--- src/rtl/logic_gate_pipe_if.sv ---
// Valid/ready bus of logic_gate_pipe. The popcnt signal exists only when
// LOGIC_GATE_POPCNT_EN is defined.
interface logic_gate_pipe_if #(
  parameter int WIDTH = 8
);
`ifdef LOGIC_GATE_POPCNT_EN
  localparam int PW = $clog2(WIDTH + 1);
  logic [PW-1:0]    popcnt;
`endif
  logic             in_valid;
  logic             in_ready;
  logic [2:0]       op;
  logic [WIDTH-1:0] a;
  logic [WIDTH-1:0] b;
  logic             out_valid;
  logic             out_ready;
  logic [WIDTH-1:0] y;
  logic             y_all;
  logic             y_any;

  modport master (
    output in_valid, op, a, b, out_ready,
`ifdef LOGIC_GATE_POPCNT_EN
    input  popcnt,
`endif
    input  in_ready, out_valid, y, y_all, y_any
  );

  modport slave (
    input  in_valid, op, a, b, out_ready,
`ifdef LOGIC_GATE_POPCNT_EN
    output popcnt,
`endif
    output in_ready, out_valid, y, y_all, y_any
  );
endinterface

--- src/rtl/logic_gate_pipe.sv ---
// Bitwise 8-op logic gate followed by a STAGES-deep bubble-collapsing valid/ready pipeline.
// The optional popcnt output is enabled by LOGIC_GATE_POPCNT_EN.
module logic_gate_pipe #(
  parameter int WIDTH  = 8,
  parameter int STAGES = 2
) (
  input  logic             clk,
  input  logic             rst,
  logic_gate_pipe_if.slave bus
);
`ifdef LOGIC_GATE_POPCNT_EN
  localparam int PW = $clog2(WIDTH + 1);
  localparam int DW = WIDTH + 2 + PW;
`else
  localparam int DW = WIDTH + 2;
`endif

  function automatic logic [WIDTH-1:0] gate_op(input logic [2:0]       op,
                                               input logic [WIDTH-1:0] a,
                                               input logic [WIDTH-1:0] b);
    case (op)
      3'd0:    gate_op = a & b;
      3'd1:    gate_op = a | b;
      3'd2:    gate_op = a ^ b;
      3'd3:    gate_op = ~(a & b);
      3'd4:    gate_op = ~(a | b);
      3'd5:    gate_op = ~(a ^ b);
      3'd6:    gate_op = a & ~b;
      default: gate_op = a;
    endcase
  endfunction

`ifdef LOGIC_GATE_POPCNT_EN
  function automatic logic [PW-1:0] count_ones(input logic [WIDTH-1:0] v);
    count_ones = '0;
    for (int i = 0; i < WIDTH; i++) begin
      count_ones = count_ones + PW'(v[i]);
    end
  endfunction
`endif

  logic [WIDTH-1:0]  res_s;
  logic [DW-1:0]     word_s;
  logic              accept_s;
  logic [STAGES-1:0] ld_s;
  logic [STAGES-1:0] src_v_s;
  logic [DW-1:0]     src_d_s [STAGES];
  logic [STAGES-1:0] v_q;
  logic [DW-1:0]     data_q  [STAGES];

  // Result word {popcnt, y_any, y_all, y}; flags are computed here, not at the output.
  always_comb begin
    res_s = gate_op(bus.op, bus.a, bus.b);
`ifdef LOGIC_GATE_POPCNT_EN
    word_s = {count_ones(res_s), |res_s, &res_s, res_s};
`else
    word_s = {|res_s, &res_s, res_s};
`endif
  end

  // Stage i may load when it or any later stage has a hole, or when the consumer pops.
  always_comb begin
    logic chain_s;
    chain_s = bus.out_ready;
    ld_s    = '0;
    for (int i = STAGES - 1; i >= 0; i--) begin
      chain_s = chain_s | ~v_q[i];
      ld_s[i] = chain_s;
    end
  end

  assign bus.in_ready = ld_s[0] & ~rst;
  assign accept_s     = bus.in_valid & bus.in_ready;

  // Source of each stage: the new word for stage 0, the previous stage otherwise.
  always_comb begin
    src_v_s    = '0;
    for (int i = 0; i < STAGES; i++) begin
      src_d_s[i] = '0;
    end
    src_v_s[0] = accept_s;
    src_d_s[0] = word_s;
    for (int i = 1; i < STAGES; i++) begin
      src_v_s[i] = v_q[i-1];
      src_d_s[i] = data_q[i-1];
    end
  end

  // Pipeline registers; data only moves when a valid word arrives, so a drained stage keeps its value.
  always_ff @(posedge clk) begin
    if (rst) begin
      v_q <= '0;
      for (int i = 0; i < STAGES; i++) begin
        data_q[i] <= '0;
      end
    end else begin
      for (int i = 0; i < STAGES; i++) begin
        if (ld_s[i]) begin
          v_q[i] <= src_v_s[i];
          if (src_v_s[i]) begin
            data_q[i] <= src_d_s[i];
          end
        end
      end
    end
  end

  assign bus.out_valid = v_q[STAGES-1];
  assign bus.y         = data_q[STAGES-1][WIDTH-1:0];
  assign bus.y_all     = data_q[STAGES-1][WIDTH];
  assign bus.y_any     = data_q[STAGES-1][WIDTH+1];
`ifdef LOGIC_GATE_POPCNT_EN
  assign bus.popcnt    = data_q[STAGES-1][DW-1:WIDTH+2];
`endif
endmodule

--- src/flat_wrapper.sv ---
// flat-port wrapper written by rule: the top's interface ports become plain ports
module logic_gate_pipe_flat 
#(
  parameter int WIDTH  = 8,
  parameter int STAGES = 2
)
  (clk, rst, bus_in_valid, bus_op, bus_a, bus_b, bus_out_ready, bus_in_ready, bus_out_valid, bus_y, bus_y_all, bus_y_any);
  logic_gate_pipe_if #(.WIDTH(WIDTH)) bus_i ();
  input  logic clk;
  input  logic rst;
  input wire logic [$bits(bus_i.in_valid)-1:0] bus_in_valid;
  input wire logic [$bits(bus_i.op)-1:0] bus_op;
  input wire logic [$bits(bus_i.a)-1:0] bus_a;
  input wire logic [$bits(bus_i.b)-1:0] bus_b;
  input wire logic [$bits(bus_i.out_ready)-1:0] bus_out_ready;
  output wire logic [$bits(bus_i.in_ready)-1:0] bus_in_ready;
  output wire logic [$bits(bus_i.out_valid)-1:0] bus_out_valid;
  output wire logic [$bits(bus_i.y)-1:0] bus_y;
  output wire logic [$bits(bus_i.y_all)-1:0] bus_y_all;
  output wire logic [$bits(bus_i.y_any)-1:0] bus_y_any;
  assign bus_i.in_valid = bus_in_valid;
  assign bus_i.op = bus_op;
  assign bus_i.a = bus_a;
  assign bus_i.b = bus_b;
  assign bus_i.out_ready = bus_out_ready;
  assign bus_in_ready = bus_i.in_ready;
  assign bus_out_valid = bus_i.out_valid;
  assign bus_y = bus_i.y;
  assign bus_y_all = bus_i.y_all;
  assign bus_y_any = bus_i.y_any;
  logic_gate_pipe #(.WIDTH(WIDTH), .STAGES(STAGES)) u_core (.clk(clk), .rst(rst), .bus(bus_i));
endmodule
--- config.mk ---
export PLATFORM = sky130hd
export DESIGN_NAME = logic_gate_pipe_flat
export DESIGN_NICKNAME = d
export VERILOG_FILES = /design/src/rtl/logic_gate_pipe_if.sv /design/src/rtl/logic_gate_pipe.sv /design/src/flat_wrapper.sv
export SDC_FILE = /design/constraint.sdc
export NUM_CORES = 1
export LEC_CHECK = 0
export CORE_MARGIN = 5
export CORE_UTILIZATION = 50
export CTS_CLUSTER_DIAMETER = 150
export CTS_CLUSTER_SIZE = 40
export DETAILED_ROUTE_END_ITERATION = 10
export DONT_BUFFER_PORTS = 1
export PLACE_DENSITY_LB_ADDON = 0.25
export SYNTH_ARGS = -nofsm -noshare
export SYNTH_HDL_FRONTEND = slang
export SYNTH_SLANG_ARGS = --single-unit
--- constraint.sdc ---
create_clock -name clk -period 2.42 [get_ports clk]
set_clock_uncertainty 0.05 [all_clocks]
set_input_delay 0.484 -clock clk [delete_from_list [all_inputs] [get_ports clk]]
set_output_delay 0.484 -clock clk [all_outputs]
set_load 0.02 [all_outputs]
# ---- After elaboration in Yosys (flattened, before gate mapping)
# Memory sizes are Yosys's and may differ from the RTL's.
# Index checks and enable logic that the tools add are counted.
dict set report totals {
  reg_bits 2
  mem_count 1
  out_inout_bits 12
  in_bits 23
  elab_cells 42
  ram_bits 20
}
# memory depth width rd rd_ports_with_merged_regs wr line
set mem_list {}
lappend mem_list {u_core.data_q 2 10 2 0 2 logic_gate_pipe.sv:49} ;# logic [DW-1:0] data_q [STAGES];
dict set report op_classes {
  mux 13
  n_eq_ne 6
  n_bitwise 17
  n_reduce_logical 3
}
# op n
set op_table {}
lappend op_table {{$pmux 8 s7} 1}
lappend op_table {{$not 8->8} 4}
lappend op_table {{$mux 10} 2}
lappend op_table {{$and 8x8->8} 2}
lappend op_table {{$mux 1} 10}
lappend op_table {{$eq 3x3->1 const B} 3}
lappend op_table {{$or 8x8->8} 1}
lappend op_table {{$reduce_and 8->1} 1}
lappend op_table {{$reduce_or 8->1} 1}
lappend op_table {{$xor 8x8->8} 1}
lappend op_table {{$eq 3x2->1 const B} 2}
lappend op_table {{$or 1x1->1} 4}
lappend op_table {{$eq 3x1->1 const B} 1}
lappend op_table {{$logic_not 3->1} 1}
lappend op_table {{$not 1->1} 3}
lappend op_table {{$and 1x1->1} 2}

# ---- Logic depth before layout (Yosys ltp)
# Gate-level depths: netlist of the first run.
dict set report depth {
  word_depth 10
  ltp_mapped 8
  depth_no_buf 7
}

# ---- Least setup slack after synthesis of the first run
# OpenSTA, ideal clock, no wires.
dict set report synth_path {
  path_type {in2reg}
  start {in bus_b[6]}
  end {mem u_core.data_q[0][9] (netlist name), data pin}
  path_slack_ns 0.268
  n_path_buf 0
  t_arrival_ns 1.830
  stages 7
  cell_sequence {inv_1 > ha_1 > inv_1 > mux4_2 > nand2b_1 > a2111oi_2 > a31oi_1}
}
# element line
set synth_rtl {}
lappend synth_rtl {{start: declaration} flat_wrapper.sv:14} ;# input wire logic [$bits(bus_i.b)-1:0] bus_b;
lappend synth_rtl {{end: declaration} logic_gate_pipe.sv:49}

==> out/results.ini, run 1 <==
[die]
die_h_um = 73.7
initial_core_util = 0.511
core-area_mm2 = 0.00397
rows = 23
dieArea_mm2 = 0.00544
pin_count = 35
fp.dieW_um = 73.7

[sta]
period_needed_ns = 1.98
hold_viol = 0
maxSlewHeadroom = 0.437
slew_violations = 0
max_freq_mhz = 504
rsz0062_at_grt = false
setup_violations = 0
tns_ns = 0
fin_ws_ns = 0.436
worst-slew-pin-transition_ns = 0.843
finalCritPeriodShare = 0.820

[layout]
syn2layout_area_growth_pct = -2.65
fin_cells = 239
fillCellCount = 368
post-route-util = 0.498
drive_gt1_frac = 0.127
nets = 237
antenna_cells = 0

[clocking]
postCtsHoldBufs = 0
cts_buffers = 3
cts_tree = done
numClockSinks = 22
clk_latency_ns = 0.25
cts_root_buf = clkbuf_8
cts_resized = 0
cts.htree.levels = 1
post_cts.repair.setup_buffers = 0
clock_path_buffers = 2
clk_pin_slew_ns = 0.07

[placement]
pre_cts_slack_ns = 0.157
place_congestion = 0.840
place_hpwl_mm = 2.74
place_inst = 235
portBuffers = 0

[power]
powerDensity_mw_per_mm2 = 448
p_total_w = 0.000885
peakVddDrop_v = 0.000200
p_leak_nw = 0.842

[detailed_routing]
drt_iter0_drc = 73
num_vias = 1337
avgViaCountPerCell = 5.59
route.detailed.drc = 0
finalWirelength_mm = 3.49
wl_per_cell_um = 14.6
drtAntennaViolNets = 0
dr.pass1.iters = 4

[worst_setup_path]
critical-path-top-delay-family = compound AO/OA/AOI/OAI gates
crit_path_end = u_core.data_q[0][9]$_SDFFCE_PN0P_
crit_arrival_ns = 1.92
worstPathMaxFanout = 3
cp.required_ns = 2.36
reg2regPathDepth = 6
critPathLaunchType = input pin
critPathCaptureType = flip-flop
cp_slowest_cell = a2111oi_2
r2r_end = u_core.data_q[0][13]$_SDFFCE_PN0P_
r2r_start = u_core.v_q[1]$_SDFFE_PP0P_
cp_num_buf_inv = 1
critPathLaunch = bus_b[3]
ff2ff_setup_slack_ns = 0.54
cp.depth = 7
path_class = in2reg
slowest_delay_ns = 0.35
path_cells = inv_1 -> ha_1 -> mux2_2 -> a22oi_1 -> o32ai_2 -> a2111oi_2 -> a31oi_1

[min_path]
hold_class = in2reg
hold_depth = 1

[logic_synthesis]
synth_ff_type = edfxtp_1
yosys-top-cells-count = ha_1, edfxtp_1, inv_1
ys_seq_elements = 22
synth_warnings = 0
synth_nets = 249
synth-async-reset-ratio = 0
synth.distinct_cells = 54
ys_seq_area_frac = 0.315
yosysTopAreaCell = edfxtp_1
yosysMostFrequentCell = ha_1
synth.area.top_cells = edfxtp_1, ha_1, and2_1, inv_1, buf_4
synth_edf_count = 20
post_synth.cell_area_avg_um2 = 10.1
yosysTopAreaCellShare = 0.296
synthCells = 202
synth_area_mm2 = 0.00203

[global_routing]
grt_max_degree = 37
grt_pass1_vias = 1377
grt-ovfl-total = 0
antenna_found_initial = 0
grt_use_total = 0.137
grt_pass1_wl_mm = 5.87

[run_status]
status = finished, final reports clean

[job]
maxCapViolCount = 0

==> registers in the layout (all words and copies together) (netlist names) <==
signal	count
u_core.data_q	20
u_core.v_q	2
==> area by class of cell <==
| class | instances | area, um2 | area share |
|---|---|---|---|
| clock inverters | 1 | 3.75 | 0.00190 |
| multi-input cells | 141 | 1140 | 0.576 |
| flip-flops and latches | 22 | 641 | 0.324 |
| clock buffers | 3 | 41.3 | 0.0209 |
| repair buffers | 2 | 15.0 | 0.00759 |
| inverters | 20 | 75.1 | 0.0380 |
| well taps | 50 | 62.6 | 0.0316 |
==> worst min-delay path by stage <==
stage / from / end / slack [ns]
6_report: rst / u_core.v_q[0]$_SDFFE_PP0N_ / 0.24
3_3_place_gp: u_core.data_q[0][7]$_SDFFCE_PN0P_ / u_core.data_q[0][17]$_SDFFCE_PN0P_ / 0.45
5_1_grt: rst / u_core.v_q[1]$_SDFFE_PP0P_ / 0.23
2_1_floorplan: u_core.data_q[0][0]$_SDFFCE_PN0P_ / u_core.data_q[0][10]$_SDFFCE_PN0P_ / 0.45
3_5_place_dp: u_core.data_q[0][1]$_SDFFCE_PN0P_ / u_core.data_q[0][11]$_SDFFCE_PN0P_ / 0.46
4_1_cts: rst / u_core.v_q[0]$_SDFFE_PP0N_ / 0.24
==> per-stage QoR <==
step                hold slack [ns]  cell area, um2
CTS                           0.236            1980
global placement              0.454            1930
global route                  0.232            1980
detailed placement            0.458            1930
finish                        0.240            1980
floorplan                     0.447            2030
==> routing by layer <==
| layer | wire [um] | up-vias | global-route usage |
|---|---|---|---|
| met5 | 0 | - | 0 |
| met4 | 76 | 0 | 0.0684 |
| met3 | 112 | 6 | 0.0274 |
| met2 | 1880 | 27 | 0.258 |
| met1 | 1410 | 618 | 0.140 |
| li1 | - | 686 | - |
==> cells by family (layout without fill, tap and decap cells) <==
kind of cell	Yosys count	count (layout)	synth area share
AOI/OAI and AO/OA	43	43	0.172
adders and majority gates	24	24	0.148
buffers and inverters	39	26	0.124
DFF	22	22	0.315
muxes	10	10	0.0573
and+or+nand+nor	64	64	0.184
==> power by group <==
part	switching, W	total [W]	internal [W]
Clock	0.000108	0.000221	0.000113
Sequential	0.0000270	0.000477	0.000450
Combinational	0.0000974	0.000187	0.0000892
==> placed cells by master, fill, tap and decap left out, drive strengths merged, types with 2 or more instances in the layout <==
cell / netlist / layout
nor2b: 4 / 4
buf: 14 / 2
nand2b: 7 / 7
a2bb2oi: 3 / 3
clkbuf: 5 / 3
nand3: 2 / 2
inv: 20 / 20
o32ai: 3 / 3
nor2: 18 / 18
ha: 24 / 24
a22oi: 2 / 2
nand2: 4 / 4
mux2: 3 / 3
o211ai: 4 / 4
o21ai: 5 / 5
and3: 3 / 3
a211oi: 3 / 3
a2111oi: 3 / 3
o31ai: 2 / 2
mux2i: 6 / 6
nand4b: 2 / 2
o22ai: 2 / 2
and2: 16 / 16
a21oi: 7 / 7
and2b: 2 / 2
dfxtp: 2 / 2
edfxtp: 20 / 20
(Power assumes the default switching activity.)
==> run 2, diff against run 1 <==
ABC_AREA = 1   (was unset)
clock period = 1.73 ns   (was 2.42 ns; I/O delays follow)
==> run 2 against run 1 <==
Compared with the run above:
- global-route usage grew 1.7 points
- clock-buffer cell count is the same
- synthesized area shrank 5.0%
- clock power grew 39%
- non-clock buffer count grew 9
- register-to-register slack lost 0.20 ns
- hold slack lost 0.14 ns
- first-iteration DRC count grew 73%
- cell count grew 30%
- sequential power grew 40%
- core utilization grew 5.0 points
==> out/results.ini, run 2 <==
[run_status]
status = finished, final reports clean

[placement]
place_hpwl_mm = 2.98
portBuffers = 0
place_congestion = 0.834
pre_cts_slack_ns = 0.0283

[sta]
fin_ws_ns = 0.277
setup_violations = 0
tns_ns = 0
maxSlewHeadroom = 0.745
period_needed_ns = 1.45
rsz0062_at_grt = false
max_freq_mhz = 688
finalCritPeriodShare = 0.840
hold_viol = 0
slew_violations = 0
worst-slew-pin-transition_ns = 0.381

[die]
core-area_mm2 = 0.00369
fp.dieW_um = 72.1
dieArea_mm2 = 0.00520
die_h_um = 72.1
pin_count = 35
initial_core_util = 0.523
rows = 22

[clocking]
clk_latency_ns = 0.25
clock_path_buffers = 2
cts_root_buf = clkbuf_8
post_cts.repair.setup_buffers = 0
cts_buffers = 3
clk_pin_slew_ns = 0.07
cts.htree.levels = 1
cts_resized = 0
cts_tree = done
postCtsHoldBufs = 0
numClockSinks = 22

[layout]
largest_reg_flops = 20
nets = 310
reg_top3 = u_core.data_q (20), u_core.v_q (2)
multiInputGateArea_mm2 = 0.00101
final_cell_mix = nand2_1, nor2_1, inv_1
fillCellCount = 369
drive_gt1_frac = 0.0687
syn2layout_area_growth_pct = 4.73
final_common_cell = nand2_1
antenna_cells = 0
seq_area_um2 = 641
largest_register = u_core.data_q

[logic_synthesis]
ys_seq_area_frac = 0.332
synth_top_family_by_area = simple AND/OR/NAND/NOR gates
synth.distinct_cells = 20
yosys.area_share.simple = 0.322
synth-xor-area-share = 0
ys_seq_elements = 22
synth_nets = 311
synth.area.top_cells = edfxtp_1, ha_1, nand2_1, nor2_1, inv_1
post_synth.cell_area_avg_um2 = 7.31
synth_mux_area_frac = 0
yosysTopAreaCellShare = 0.311
synth-compound-area-share = 0.0467
yosysTopAreaCell = edfxtp_1
yosys-top-cells-count = nand2_1, nor2_1, inv_1
synth_ff_type = edfxtp_1
synthCells = 264
synth-async-reset-ratio = 0
synth-adder-area-share = 0.156
yosysMostFrequentCell = nand2_1
synth_warnings = 0
synth_area_mm2 = 0.00193
synth_edf_count = 20

[detailed_routing]
wl_per_cell_um = 12.1
drtAntennaViolNets = 0
route.detailed.drc = 0
num_vias = 1588
drt_iter0_drc = 126
finalWirelength_mm = 3.76
avgViaCountPerCell = 5.12
dr.pass1.iters = 5

[global_routing]
grtUsageMet3 = 0.0222
antenna_found_initial = 0
grt_pass1_vias = 1447
top_usage_layer = met2
grt_max_degree = 20
grt-ovfl-total = 0
grt_use_total = 0.153
grt_pass1_wl_mm = 6.37
use_met1 = 0.202
grtUsageMet2 = 0.252

[worst_setup_path]
critPathLaunchType = input pin
critPathCaptureType = flip-flop
path_class = in2reg
r2r_start = u_core.v_q[0]$_SDFFE_PP0N_
r2r_end = u_core.data_q[0][8]$_SDFFCE_PN0P_
worstPathMaxFanout = 2
cp.required_ns = 1.70
crit_arrival_ns = 1.42
ff2ff_setup_slack_ns = 0.34
reg2regPathDepth = 8

[job]
maxCapViolCount = 0

[power]
peakVddDrop_v = 0.000287
powerDensity_mw_per_mm2 = 611
p_leak_nw = 1.01

[min_path]
hold_class = in2reg
hold_depth = 1
hold_path_end = u_core.v_q[1]$_SDFFE_PP0P_
hp-start = rst

run 2: cell type report:
| class | count | share of cell area |
|---|---|---|
| multi-input combinational | 180 | 0.500 |
| sequential | 22 | 0.317 |
| inverter | 45 | 0.0836 |
| timing repair buffer | 11 | 0.0471 |
| tap | 48 | 0.0297 |
| clock buffer | 3 | 0.0204 |
| clock inverter | 1 | 0.00186 |
run 2: worst max-delay path by stage:
stage | startpoint | to | slack [ns] | cells after the start
floorplan | u_core.v_q[1]$_SDFFE_PP0P_ | u_core.data_q[0][10]$_SDFFCE_PN0P_ | 0.01 | 6
global placement | bus_b[5] | u_core.data_q[0][9]$_SDFFCE_PN0P_ | 0.05 | 10
detailed placement | bus_b[5] | u_core.data_q[0][9]$_SDFFCE_PN0P_ | 0.03 | 10
CTS | bus_b[5] | u_core.data_q[0][9]$_SDFFCE_PN0P_ | 0.31 | 10
global route | bus_b[6] | u_core.data_q[0][9]$_SDFFCE_PN0P_ | 0.16 | 10
finish | bus_b[1] | u_core.data_q[0][9]$_SDFFCE_PN0P_ | 0.28 | 10
run 2: logic make-up after synthesis:
family,Yosys count
and+or+nand+nor,140
AOI/OAI and AO/OA,16
DFF,22
buffers and inverters,62
adders and majority gates,24
run 2: critical path: stages:
cell,delay (ns)
inv_1,0.04
ha_1,0.32
nand4_1,0.10
nand2_1,0.05
nor2_1,0.15
nand3_1,0.12
nor2_1,0.12
nand2_1,0.06
nor2_1,0.08
nor2_1,0.04
run 2: power by group:
group | internal, W | switching [W]
Sequential | 0.000630 | 0.0000363
Clock | 0.000158 | 0.000149
Combinational | 0.0000987 | 0.000164
Total | 0.000886 | 0.000349
run 2: routing by layer:
layer | part of all wire | routed length [um]
met3 | 0.052 | 195
met2 | 0.48 | 1820
met1 | 0.45 | 1710
met5 | 0 | 0
met4 | 0.0090 | 34
run 2: metrics by stage:
step	instances	instance area, um2	hold WS [ns]	util	power [W]
final	310	2020	0.101	0.548	0.00123
after CTS	310	2020	0.0957	0.548	0.00125
after floorplan	264	1930	0.365	-	0.000900
after global routing	310	2020	0.0932	0.548	0.00132
after detailed placement	306	1980	0.372	0.536	0.000941
after global placement	306	1980	0.366	0.536	0.000933
==> run 3, diff against run 2 <==
clock period = 1.43 ns   (was 1.73 ns; I/O delays follow)
==> run 3 against run 2 <==
Compared with the run above:
- non-clock buffer count rose by 14
- first-iteration DRC count fell by 11%
- largest cell class unchanged
- final area rose by 10%
- global-route usage rose by 1.0 points
- combinational power rose by 50%
- critical path depth did not move
- power rose by 27%
==> out/results.ini, run 3 (synthesis gave the netlist of run 2 again) <==
[detailed_routing]
wl_per_cell_um = 12.6
dr.pass1.iters = 4
avgViaCountPerCell = 5.17
finalWirelength_mm = 4.09
dr.max_layer_used = met4
met1_length_mm = 1.85
drt_iter0_drc = 112
route.detailed.drc = 0
drtAntennaViolNets = 0
wl_met2_mm = 1.96
wl_met3_um = 265
num_vias = 1675

[clocking]
postCtsHoldBufs = 0
clk_latency_ns = 0.25
cts_root_buf = clkbuf_8
cts_buffers = 3
cts_tree = done
post_cts.repair.setup_buffers = 0
clock_path_buffers = 2
clk_pin_slew_ns = 0.07
cts_resized = 0
numClockSinks = 22
cts.htree.levels = 1

[worst_setup_path]
slowest_delay_ns = 0.32
cp_slowest_cell = ha_1
path_cells = inv_1 -> ha_1 -> nand4_1 -> nand2_1 -> nor2_2 -> nand3_1 -> nor2_1 -> nand2_1 -> nor2_1 -> nor2_1
worstPathMaxFanout = 2
crit_arrival_ns = 1.37
critPathCaptureType = flip-flop
critPathLaunchType = input pin
reg2regPathDepth = 6
crit_top_cell = nor2_1
cp_num_buf_inv = 1
path_class = in2reg
cp.depth = 10
cp.required_ns = 1.40
critical-path-top-delay-family = simple AND/OR/NAND/NOR gates

[die]
initial_core_util = 0.523
rows = 22
fp.dieW_um = 72.1
pin_count = 35
dieArea_mm2 = 0.00520
core-area_mm2 = 0.00369
die_h_um = 72.1

[placement]
place_inst = 320
pre_cts_slack_ns = -0.247
place_hpwl_mm = 3.38
place_congestion = 0.909
portBuffers = 0
placed_cell_area_mm2 = 0.00213

[layout]
largest_register = u_core.data_q
final_cell_mix = nand2_1, inv_1, nor2_1
seq_area_um2 = 642
fin_cells = 324
fillCellCount = 349
reg_top3 = u_core.data_q (20), u_core.v_q (2)
antenna_cells = 0
multiInputGateArea_mm2 = 0.00108
nets = 324
finalInstanceArea_mm2 = 0.00222
largest_reg_flops = 20
drive_gt1_frac = 0.181
final_common_cell = nand2_1
syn2layout_area_growth_pct = 15.2

[global_routing]
grt-ovfl-total = 0
grt_pass1_wl_mm = 6.89
grt_pass1_vias = 1518
antenna_found_initial = 0
grt_max_degree = 20
grt_use_total = 0.163

[sta]
maxSlewHeadroom = 0.729
worst-slew-pin-transition_ns = 0.406
hold_viol = 0
tns_ns = 0
period_needed_ns = 1.40
setup_violations = 0
finalCritPeriodShare = 0.981
fin_ws_ns = 0.0267
slew_violations = 0
max_freq_mhz = 713

[run_status]
status = finished, final reports clean

[power]
p_comb_frac = 0.249
p_int_w = 0.00113
p_total_w = 0.00157
p_sw_w = 0.000444
p_sw_frac = 0.282
p_seq_frac = 0.513
clkPwrFrac = 0.238
peakVddDrop_v = 0.000318
p_leak_nw = 1.09
powerDensity_mw_per_mm2 = 708

[min_path]
hold_class = in2reg
hold_depth = 1

[job]
maxCapViolCount = 0

==> run 3: through the flow <==
step	utilization	hold WS [ns]
after floorplan	-	0.305
after global placement	0.578	0.307
after detailed placement	0.578	0.311
after CTS	0.590	0.0363
after global routing	0.603	0.0161
final	0.603	0.0383
==> run 3: final timing paths <==
kind	start	end	slack, ns
worst max register to register	u_core.v_q[0]$_SDFFE_PP0N_	u_core.data_q[0][11]$_SDFFCE_PN0P_	0.12
worst min-delay path	rst	u_core.v_q[0]$_SDFFE_PP0N_	0.04
worst max-delay path	bus_b[7]	u_core.data_q[0][9]$_SDFFCE_PN0P_	0.03
worst min register to register	u_core.v_q[0]$_SDFFE_PP0N_	u_core.v_q[1]$_SDFFE_PP0P_	0.46
==> run 3: cell type report <==
cell class	count	share of cell area
Multi-Input combinational cell	180	0.487
Inverter	45	0.0793
Timing Repair Buffer	25	0.0974
Sequential cell	22	0.289
Clock buffer	4	0.0203
Tap cell	48	0.0270
==> run 3: power groups by stage <==
stage	Combinational, W	Sequential (W)	Clock, W
floorplan	0.000323	0.000793	0
global placement	0.000363	0.000818	0
detailed placement	0.000374	0.000824	0
global route	0.000445	0.000813	0.000427
CTS	0.000376	0.000809	0.000390
finish	0.000392	0.000807	0.000375
==> run 3: worst reg2reg max path, cell delays in order (launching register included) <==
cell,delay (ns)
dfxtp_2,0.35
nand3_1,0.09
nand2_1,0.09
inv_1,0.06
o21ai_2,0.13
buf_6,0.20
nor2_1,0.09
==> run 3: metal layers <==
metal  track usage  vias to the layer above
li1              -                      877
met1         0.230                      746
met2         0.255                       50
met3        0.0277                        2
met4        0.0501                        0
met5             0                        -
